### src/rtl/cpu_run_ctrl.sv
// Run controller for the CPU core: holds reset, counts RUN cycles and ends the run on
// the tohost store (CPU_RUN_CTRL_MMIO_EN only), halt PC, PC stall or timeout.
module cpu_run_ctrl #(
  parameter int                ADDR_W       = 64,
  parameter int                DATA_W       = 64,
  parameter int                CNT_W        = 32,
  parameter int                RESET_CYCLES = 2,
  parameter int                MAX_CYCLES   = 1000,
  parameter logic [ADDR_W-1:0] HALT_PC      = '1,
  parameter int                STALL_LIMIT  = 4,
  parameter logic [ADDR_W-1:0] TOHOST_ADDR  = 'h1000
) (
  input  logic              CLOCK,
  input  logic              RESET,
  input  logic              start,
  input  logic [ADDR_W-1:0] pc,
  input  logic [ADDR_W-1:0] mem_address,
  input  logic [DATA_W-1:0] mem_data_in,
  input  logic              control_memwrite,
  output logic              core_reset,
  output logic              running,
  output logic              done,
  output logic [1:0]        status,
  output logic [DATA_W-1:0] exit_code,
  output logic [CNT_W-1:0]  cycle_count
);

  localparam logic [1:0] S_IDLE      = 2'd0;
  localparam logic [1:0] S_RESETTING = 2'd1;
  localparam logic [1:0] S_RUN       = 2'd2;
  localparam logic [1:0] S_DONE      = 2'd3;

  localparam int RC_W = (RESET_CYCLES < 2) ? 1 : $clog2(RESET_CYCLES + 1);
  localparam int ST_W = $clog2(STALL_LIMIT + 1);

  logic [1:0]        state_q, state_d;
  logic [RC_W-1:0]   rst_cnt_q, rst_cnt_d;
  logic [CNT_W-1:0]  cyc_q, cyc_d;
  logic [1:0]        status_q, status_d;
  logic [ST_W-1:0]   stall_q, stall_d;
  logic [ADDR_W-1:0] prev_pc_q, prev_pc_d;
  logic              first_q, first_d;
  logic              launch, pc_same, halt_hit, timeout_hit, mmio_hit;

`ifdef CPU_RUN_CTRL_MMIO_EN
  logic [DATA_W-1:0] exit_q, exit_d;
  assign mmio_hit = control_memwrite && (mem_address == TOHOST_ADDR);
`else
  logic unused_mmio;
  assign unused_mmio = ^{mem_address, mem_data_in, control_memwrite};
  assign mmio_hit    = 1'b0;
`endif

  // first_q masks the stale previous PC left over from an earlier run
  assign pc_same     = !first_q && (pc == prev_pc_q);
  assign halt_hit    = (pc == HALT_PC) || (pc_same && (stall_q == ST_W'(STALL_LIMIT - 2)));
  assign timeout_hit = (cyc_q == CNT_W'(MAX_CYCLES - 1));

  always_comb begin
    state_d   = state_q;
    rst_cnt_d = rst_cnt_q;
    cyc_d     = cyc_q;
    status_d  = status_q;
    stall_d   = stall_q;
    prev_pc_d = prev_pc_q;
    first_d   = first_q;
    launch    = 1'b0;
`ifdef CPU_RUN_CTRL_MMIO_EN
    exit_d    = exit_q;
`endif
    case (state_q)
      S_IDLE, S_DONE: launch = start;
      S_RESETTING: begin
        if (rst_cnt_q == RC_W'(RESET_CYCLES - 1)) begin
          state_d = S_RUN;
          first_d = 1'b1;
        end else begin
          rst_cnt_d = rst_cnt_q + RC_W'(1);
        end
      end
      S_RUN: begin
        cyc_d     = (cyc_q == '1) ? cyc_q : cyc_q + CNT_W'(1);
        prev_pc_d = pc;
        first_d   = 1'b0;
        stall_d   = pc_same ? stall_q + ST_W'(1) : '0;
        if (mmio_hit) begin
          state_d = S_DONE;
`ifdef CPU_RUN_CTRL_MMIO_EN
          status_d = (mem_data_in == '0) ? 2'b01 : 2'b10;
          exit_d   = (mem_data_in == '0) ? '0 : mem_data_in;
`endif
        end else if (halt_hit) begin
          state_d  = S_DONE;
          status_d = 2'b01;
        end else if (timeout_hit) begin
          state_d  = S_DONE;
          status_d = 2'b11;
        end
      end
      default: state_d = S_IDLE;
    endcase
    if (launch) begin
      state_d   = S_RESETTING;
      rst_cnt_d = '0;
      cyc_d     = '0;
      status_d  = 2'b00;
      stall_d   = '0;
`ifdef CPU_RUN_CTRL_MMIO_EN
      exit_d    = '0;
`endif
    end
  end

  always_ff @(posedge CLOCK) begin
    if (RESET) begin
      state_q   <= S_IDLE;
      rst_cnt_q <= '0;
      cyc_q     <= '0;
      status_q  <= 2'b00;
      stall_q   <= '0;
      prev_pc_q <= '0;
      first_q   <= 1'b1;
`ifdef CPU_RUN_CTRL_MMIO_EN
      exit_q    <= '0;
`endif
    end else begin
      state_q   <= state_d;
      rst_cnt_q <= rst_cnt_d;
      cyc_q     <= cyc_d;
      status_q  <= status_d;
      stall_q   <= stall_d;
      prev_pc_q <= prev_pc_d;
      first_q   <= first_d;
`ifdef CPU_RUN_CTRL_MMIO_EN
      exit_q    <= exit_d;
`endif
    end
  end

  assign core_reset  = (state_q != S_RUN);
  assign running     = (state_q == S_RUN);
  assign done        = (state_q == S_DONE);
  assign status      = status_q;
  assign cycle_count = cyc_q;
`ifdef CPU_RUN_CTRL_MMIO_EN
  assign exit_code   = exit_q;
`else
  assign exit_code   = '0;
`endif

endmodule

### config.mk
export PLATFORM = sky130hd
export DESIGN_NAME = cpu_run_ctrl
export DESIGN_NICKNAME = d
export VERILOG_FILES = /design/src/rtl/cpu_run_ctrl.sv
export SDC_FILE = /design/constraint.sdc
export NUM_CORES = 1
export LEC_CHECK = 0
export ABC_AREA = 0
export BUFFER_PORTS_ARGS = -buffer_cell sky130_fd_sc_hd__buf_2
export CORE_MARGIN = 5
export CORE_UTILIZATION = 30
export DETAILED_ROUTE_END_ITERATION = 10
export HOLD_SLACK_MARGIN = 0.08
export PLACE_DENSITY = 0.63
export SETUP_SLACK_MARGIN = 0.05
export SLEW_MARGIN = 20
export SYNTH_ARGS = -nofsm -noshare
export SYNTH_HDL_FRONTEND = slang
export SYNTH_SLANG_ARGS = --single-unit
### constraint.sdc
create_clock -name CLOCK -period 1.95 [get_ports CLOCK]
set_input_delay 0.195 -clock CLOCK [delete_from_list [all_inputs] [get_ports CLOCK]]
set_output_delay 0.195 -clock CLOCK [all_outputs]
set_load 0.005 [all_outputs]
### Word level (Yosys, flattened, before mapping)

Cells that the tools add are included.

| word-level totals | value |
|---|---|
| register bits after elaboration | 106 |
| bits of input ports | 196 |
| output and inout bits | 101 |
| word-level logic and storage cells | 53 |

| operators by class | value |
|---|---|
| $add $sub $neg | 3 |
| eq/ne operators | 14 |
| multiplexer cells | 10 |
| bitwise operators | 2 |
| reduce and logical (&&, ||, !) cells | 16 |

Operators with widths:

| kind | number |
|---|---|
| $eq 64x64->1 | 1 |
| $eq 64x64->1 const B | 1 |
| $add 32x1->32 const B | 1 |
| $eq 32x10->1 const B | 1 |
| $eq 32x32->1 const B | 1 |
| $mux 2 | 4 |
| $reduce_and 2->1 | 4 |
| $reduce_and 3->1 | 2 |
| $eq 2x1->1 const B | 2 |
| $eq 2x2->1 const B | 2 |
| $ne 2x2->1 const B | 2 |
| $ne 4x1->1 const B | 1 |
| $pmux 2 s2 | 1 |
| $reduce_bool 2->1 | 2 |
| $reduce_or 2->1 | 2 |
| $add 3x1->3 const B | 1 |
| $eq 3x2->1 const B | 1 |
| $mux 1 | 3 |
| $mux 3 | 1 |
| $ne 3x1->1 const B | 1 |
| $ne 3x3->1 const B | 1 |
| $reduce_bool 3->1 | 1 |
| $add 2x1->2 const B | 1 |
| $logic_and 1x1->1 | 2 |
| other kinds (5) | 6 |

### Depth between registers and ports, before layout

| depth | value |
|---|---|
| word-level depth | 7 |
| gate-level depth with buffers | 8 |
| gate-level depth less buffers | 8 |

### Worst setup path before layout

Ideal clock, no wire load.

| timing path | value |
|---|---|
| kind | register to register |
| start point | reg prev_pc_q[6] |
| end point | reg state_q[0] |
| library setup time | 134 ps |
| data arrival time | 1980 ps |
| required time | 1816 ps |
| slack | -164 ps |
| stages on the path, launching flop included | 8 |
| path buffers | 0 |
| period minus slack after synthesis | 2114 ps |
| cell sequence | dfxtp_1 > xor2_1 > nor4_2 > nand4_1 > nor4_2 > a31oi_1 > and4b_1 > or4_1 |

| on the way | value |
|---|---|
| longest elaborated chain between the ends | 7 |
| elaborated cells on any way between the ends | 9 |
| classes of those cells | eq/ne (2); mux (3); reduce/logical (4) |

RTL lines:

| item | RTL line | RTL |
|---|---|---|
| start: declaration | 41 | `logic [ADDR_W-1:0] prev_pc_q, prev_pc_d;` |
| start signal: assignment | 132 | `prev_pc_q <= prev_pc_d;` |
| $eq 64x64->1 (*) | 55 | `assign pc_same = !first_q && (pc == prev_pc_q);` |
| $logic_and 1x1->1 (*) | 55 |  |
| $logic_and 1x1->1 (*) | 56 | `assign halt_hit = (pc == HALT_PC) \|\| (pc_same && (stall_q == ST_W'(STALL_LIMIT - 2)));` |
| $logic_or 1x1->1 (*) | 56 |  |
| $mux 2 | 92 | `end else if (halt_hit) begin` |
| $pmux 2 s2 | 71 | `case (state_q)` |
| $mux 1 | 102 | `if (launch) begin` |
| end signal: assignment | 127 | `state_q <= state_d;` |
| end: declaration | 36 | `logic [1:0] state_q, state_d;` |

Every way passes the cells marked *; elsewhere a longest branch is shown, timed or not.
A chain may end at the register's enable or synchronous reset.

### Final worst setup path

| timing path | value |
|---|---|
| start point | reg cyc_q[0], in the netlist cycle_count[0] |
| end point | reg state_q[0] |

| on the way | value |
|---|---|
| longest elaborated chain between the ends | 3 |

RTL lines:

| item | RTL line | RTL |
|---|---|---|
| start: declaration | 38 | `logic [CNT_W-1:0] cyc_q, cyc_d;` |
| start signal: assignment | 129 | `cyc_q <= cyc_d;` |
| $eq 32x10->1 | 57 | `assign timeout_hit = (cyc_q == CNT_W'(MAX_CYCLES - 1));` |
| $ne 4x1->1 (no source line) | n/a |  |
| $reduce_and 3->1 (no source line) | n/a |  |

Every way passes these cells.

==> flow_summary_export.csv <==
group,metric,value,unit
clocking,cts_root_buf,"clkbuf_16",
setup_path,critPathSlowestCell,"or4_1",
routing,vias,5128,
place,port_buffers,103,
synth,synth_cell_types,50,
timing,worst_pin_slew,512,ps
routing,vias_per_cell,4.55,
timing,setup_ws,-311,ps
timing,clock_skew,10.9,ps
timing,hold_violations,0,
setup_path,r2r_cells,10,
final_layout,drive_gt1_share,34.8,%
floorplanning,start_util,30.7,%
setup_path,crit_cells,10,
setup_path,worst_path_largest_cell_delay,500,ps
synth,synth-async-reset-ratio,0,%
timing,rsz0062_at_grt,"yes",
status,violations,"setup timing",
job,drv_cap,0,
routing,wl,16600,um
pwr,finalPower,0.00695,W
worst_hold_path,hp-class,"input port to flop",
timing,fin_hold_ws,116,ps
setup_path,crit_type,"flop to flop",
clocking,htree_levels,3,
final_layout,nets,1065,
pwr,p_leak,3.36,nW
setup_path,path_cells,"ha_1 > and2_1 > nand3_1 > nor4_1 > buf_4 > or2_2 > a31oi_1 > buf_4 > nor3_1 > or4_1",
timing,tns,-588,ps
place,place_ws,-360,ps
clocking,cts_hold_buf,0,
clocking,cts.sinks,106,
floorplanning,die_y,149,um
timing,post-route-min-period,2260,ps
worst_hold_path,hold_depth,3,
global_route,grt-ovfl-total,0,
setup_path,start_kind,"flop",
place,hpwl,12700,um
routing,wire_per_inst,14.8,um
setup_path,required,2180,ps
clocking,clk_latency,360,ps
synth,synthFlopType,"dfxtp_1",
floorplanning,rows,50,
global_route,grt_pass1_wl,25000,um
synth,syn_area,5770,um^2
synth,synth_edf_count,0,
floorplanning,core_area,18800,um^2
timing,timing.final.crit_share,116,%
floorplanning,die-width,149,um
routing,drc,0,
routing,drt_iter0_drc,282,
final_layout,syn2layout_area_growth,35.5,%
clocking,cts.clk_slew.worst_paths,80,ps
timing,slew_violations,0,
setup_path,cpMostUsedCell,"buf_4",
synth,avgSynthCellArea,8.87,um^2
global_route,grt_max_degree,73,
global_route,grt_pass1_vias,4847,
synth,netlist_instances,651,
setup_path,crit_family,"simple AND/OR/NAND/NOR gates",
routing,firstDrtPassIters,4,
setup_path,crit_buf_inv,2,
floorplanning,io_pins,297,
synth,synth-seq-cells,106,
place,place_congestion,0.847,
global_route,antenna_found_initial,1,
clocking,cts_made_buffers,9,
pwr,vdd_drop_max,608,uV
pwr,power_density,888,nW/um^2
clocking,clock_path_buffers,2,
synth,yosysWarnings,0,
setup_path,critPathCaptureType,"flop",
setup_path,path_max_fanout,2,
status,status,"finished, violations left",
routing,postRouteAntennaNets,0,
floorplanning,dieArea,22100,um^2
synth,yosysSeqAreaShare,36.8,%
setup_path,worstPathArrival,2490,ps
global_route,grt_usage,14.3,%
timing,slew_headroom,65.8,%
timing,setup_viol,5,
timing,fmax,442,MHz
clocking,cts_tree,"built",
## power breakdown
group	switching, W	leakage, nW	total [W]	internal, W
clock	0.000840	0.153	0.00197	0.00113
combinational	0.00118	2.34	0.00227	0.00108
sequential	0.000217	0.866	0.00271	0.00249
## placed cells by master, fill, tap and decap left out, types with 3 or more instances in the layout
cell and count:
buf_4 111, a21oi_1 10, xnor2_1 21, xor2_2 4, nor2_1 103, buf_6 4
nor3_1 6, clkbuf_16 10, ha_1 7, and3_4 4, nor4_1 13, dfxtp_2 17
nor4_4 3, dfxtp_1 89, and3_1 4, or3_1 3, nor4_2 4, o21ai_0 3
nand4_1 33, nor2b_1 13, and2_1 3, buf_2 103, inv_1 22, nand2_1 15
nand3_1 14, conb_1 64, mux2i_1 65, nand2b_1 7, xor2_1 45, and4_4 5
## cells in the mapped netlist (15+ instances only)
cell	instances	area, um^2
buf_4	64	480
clkbuf_1	16	60.1
dfxtp_1	106	2120
inv_1	23	86.3
mux2i_1	65	651
nand2_1	16	60.1
nand3_1	16	80.1
nand4_1	33	206
nor2_1	104	390
nor4_1	15	93.8
xnor2_1	22	193
xor2_1	49	429
## path summary, 6_finish.rpt
kind / endpoint / startpoint / slack, ps
max: state_q[0]$_SDFFE_PP0P_ / cycle_count[0]$_SDFFE_PP0P_ / -310
min: prev_pc_q[45]$_SDFFE_PP0P_ / pc[45] / 120
max reg2reg: state_q[0]$_SDFFE_PP0P_ / cycle_count[0]$_SDFFE_PP0P_ / -310
min reg2reg: stall_q[1]$_SDFFE_PP0P_ / stall_q[1]$_SDFFE_PP0P_ / 490
## registers in the layout, summed over array words and instances (netlist names)
signal,cells
state_q,2
cycle_count,32
first_q,1
prev_pc_q,64
stall_q,3
status,2
rst_cnt_q,2
## kinds of logic (layout without fill, tap and decap cells)
family,after synthesis,in the layout,synth area share (%)
adder cells (fa/ha/maj),8,8,1.73
buffers and inverters,109,261,11.3
flip-flops,106,106,36.8
XOR/XNOR,71,71,10.8
AND/OR/NAND/NOR,248,248,22.5
multiplexers,65,65,11.3
AO/OA/AOI/OAI,43,43,5.64
other,1,65,0.0650
## routing by layer
layer | vias to the layer above | wire length [um] | global-route usage (%)
li1 | 2547 | - | -
met4 | 2 | 177 | 3.97
met1 | 2404 | 7410 | 19.3
met2 | 165 | 7850 | 23.1
met3 | 10 | 1180 | 3.17
met5 | - | 18 | 0
## layout make-up
class | instances | area [um^2]
diodes | 1 | 2.50
clock buffers | 10 | 229
clock inverters | 6 | 90.1
fillers | 1886 | 11000
inverters | 23 | 86.3
multi-input cells | 499 | 3460
flip-flops and latches | 106 | 2140
well taps | 260 | 325
repair buffers | 222 | 1490
## repair_timing
item	in CTS	in global routing
buffers inserted	4	5
gates resized for setup	24	42
pin swaps	22	24
gates cloned	0	1
endpoints found under the hold margin	0	0
setup endpoints to repair	34	38
## worst min-delay path: cells and delay by family
family,cells,cell delay [ps]
buffers and inverters,1,110
multiplexers,1,70
AND/OR/NAND/NOR,1,70
## stage by stage
| step | utilization (%) | std cells | area [um^2] |
|---|---|---|---|
| after floorplan | - | 714 | 6020 |
| after CTS | 40.4 | 1120 | 7610 |
| after global routing | 41.5 | 1126 | 7820 |
| final | 41.5 | 1127 | 7820 |
| after detailed placement | 38.0 | 1100 | 7160 |
| after global placement | 38.0 | 1100 | 7160 |
Power figures use the tool's default switching activity.
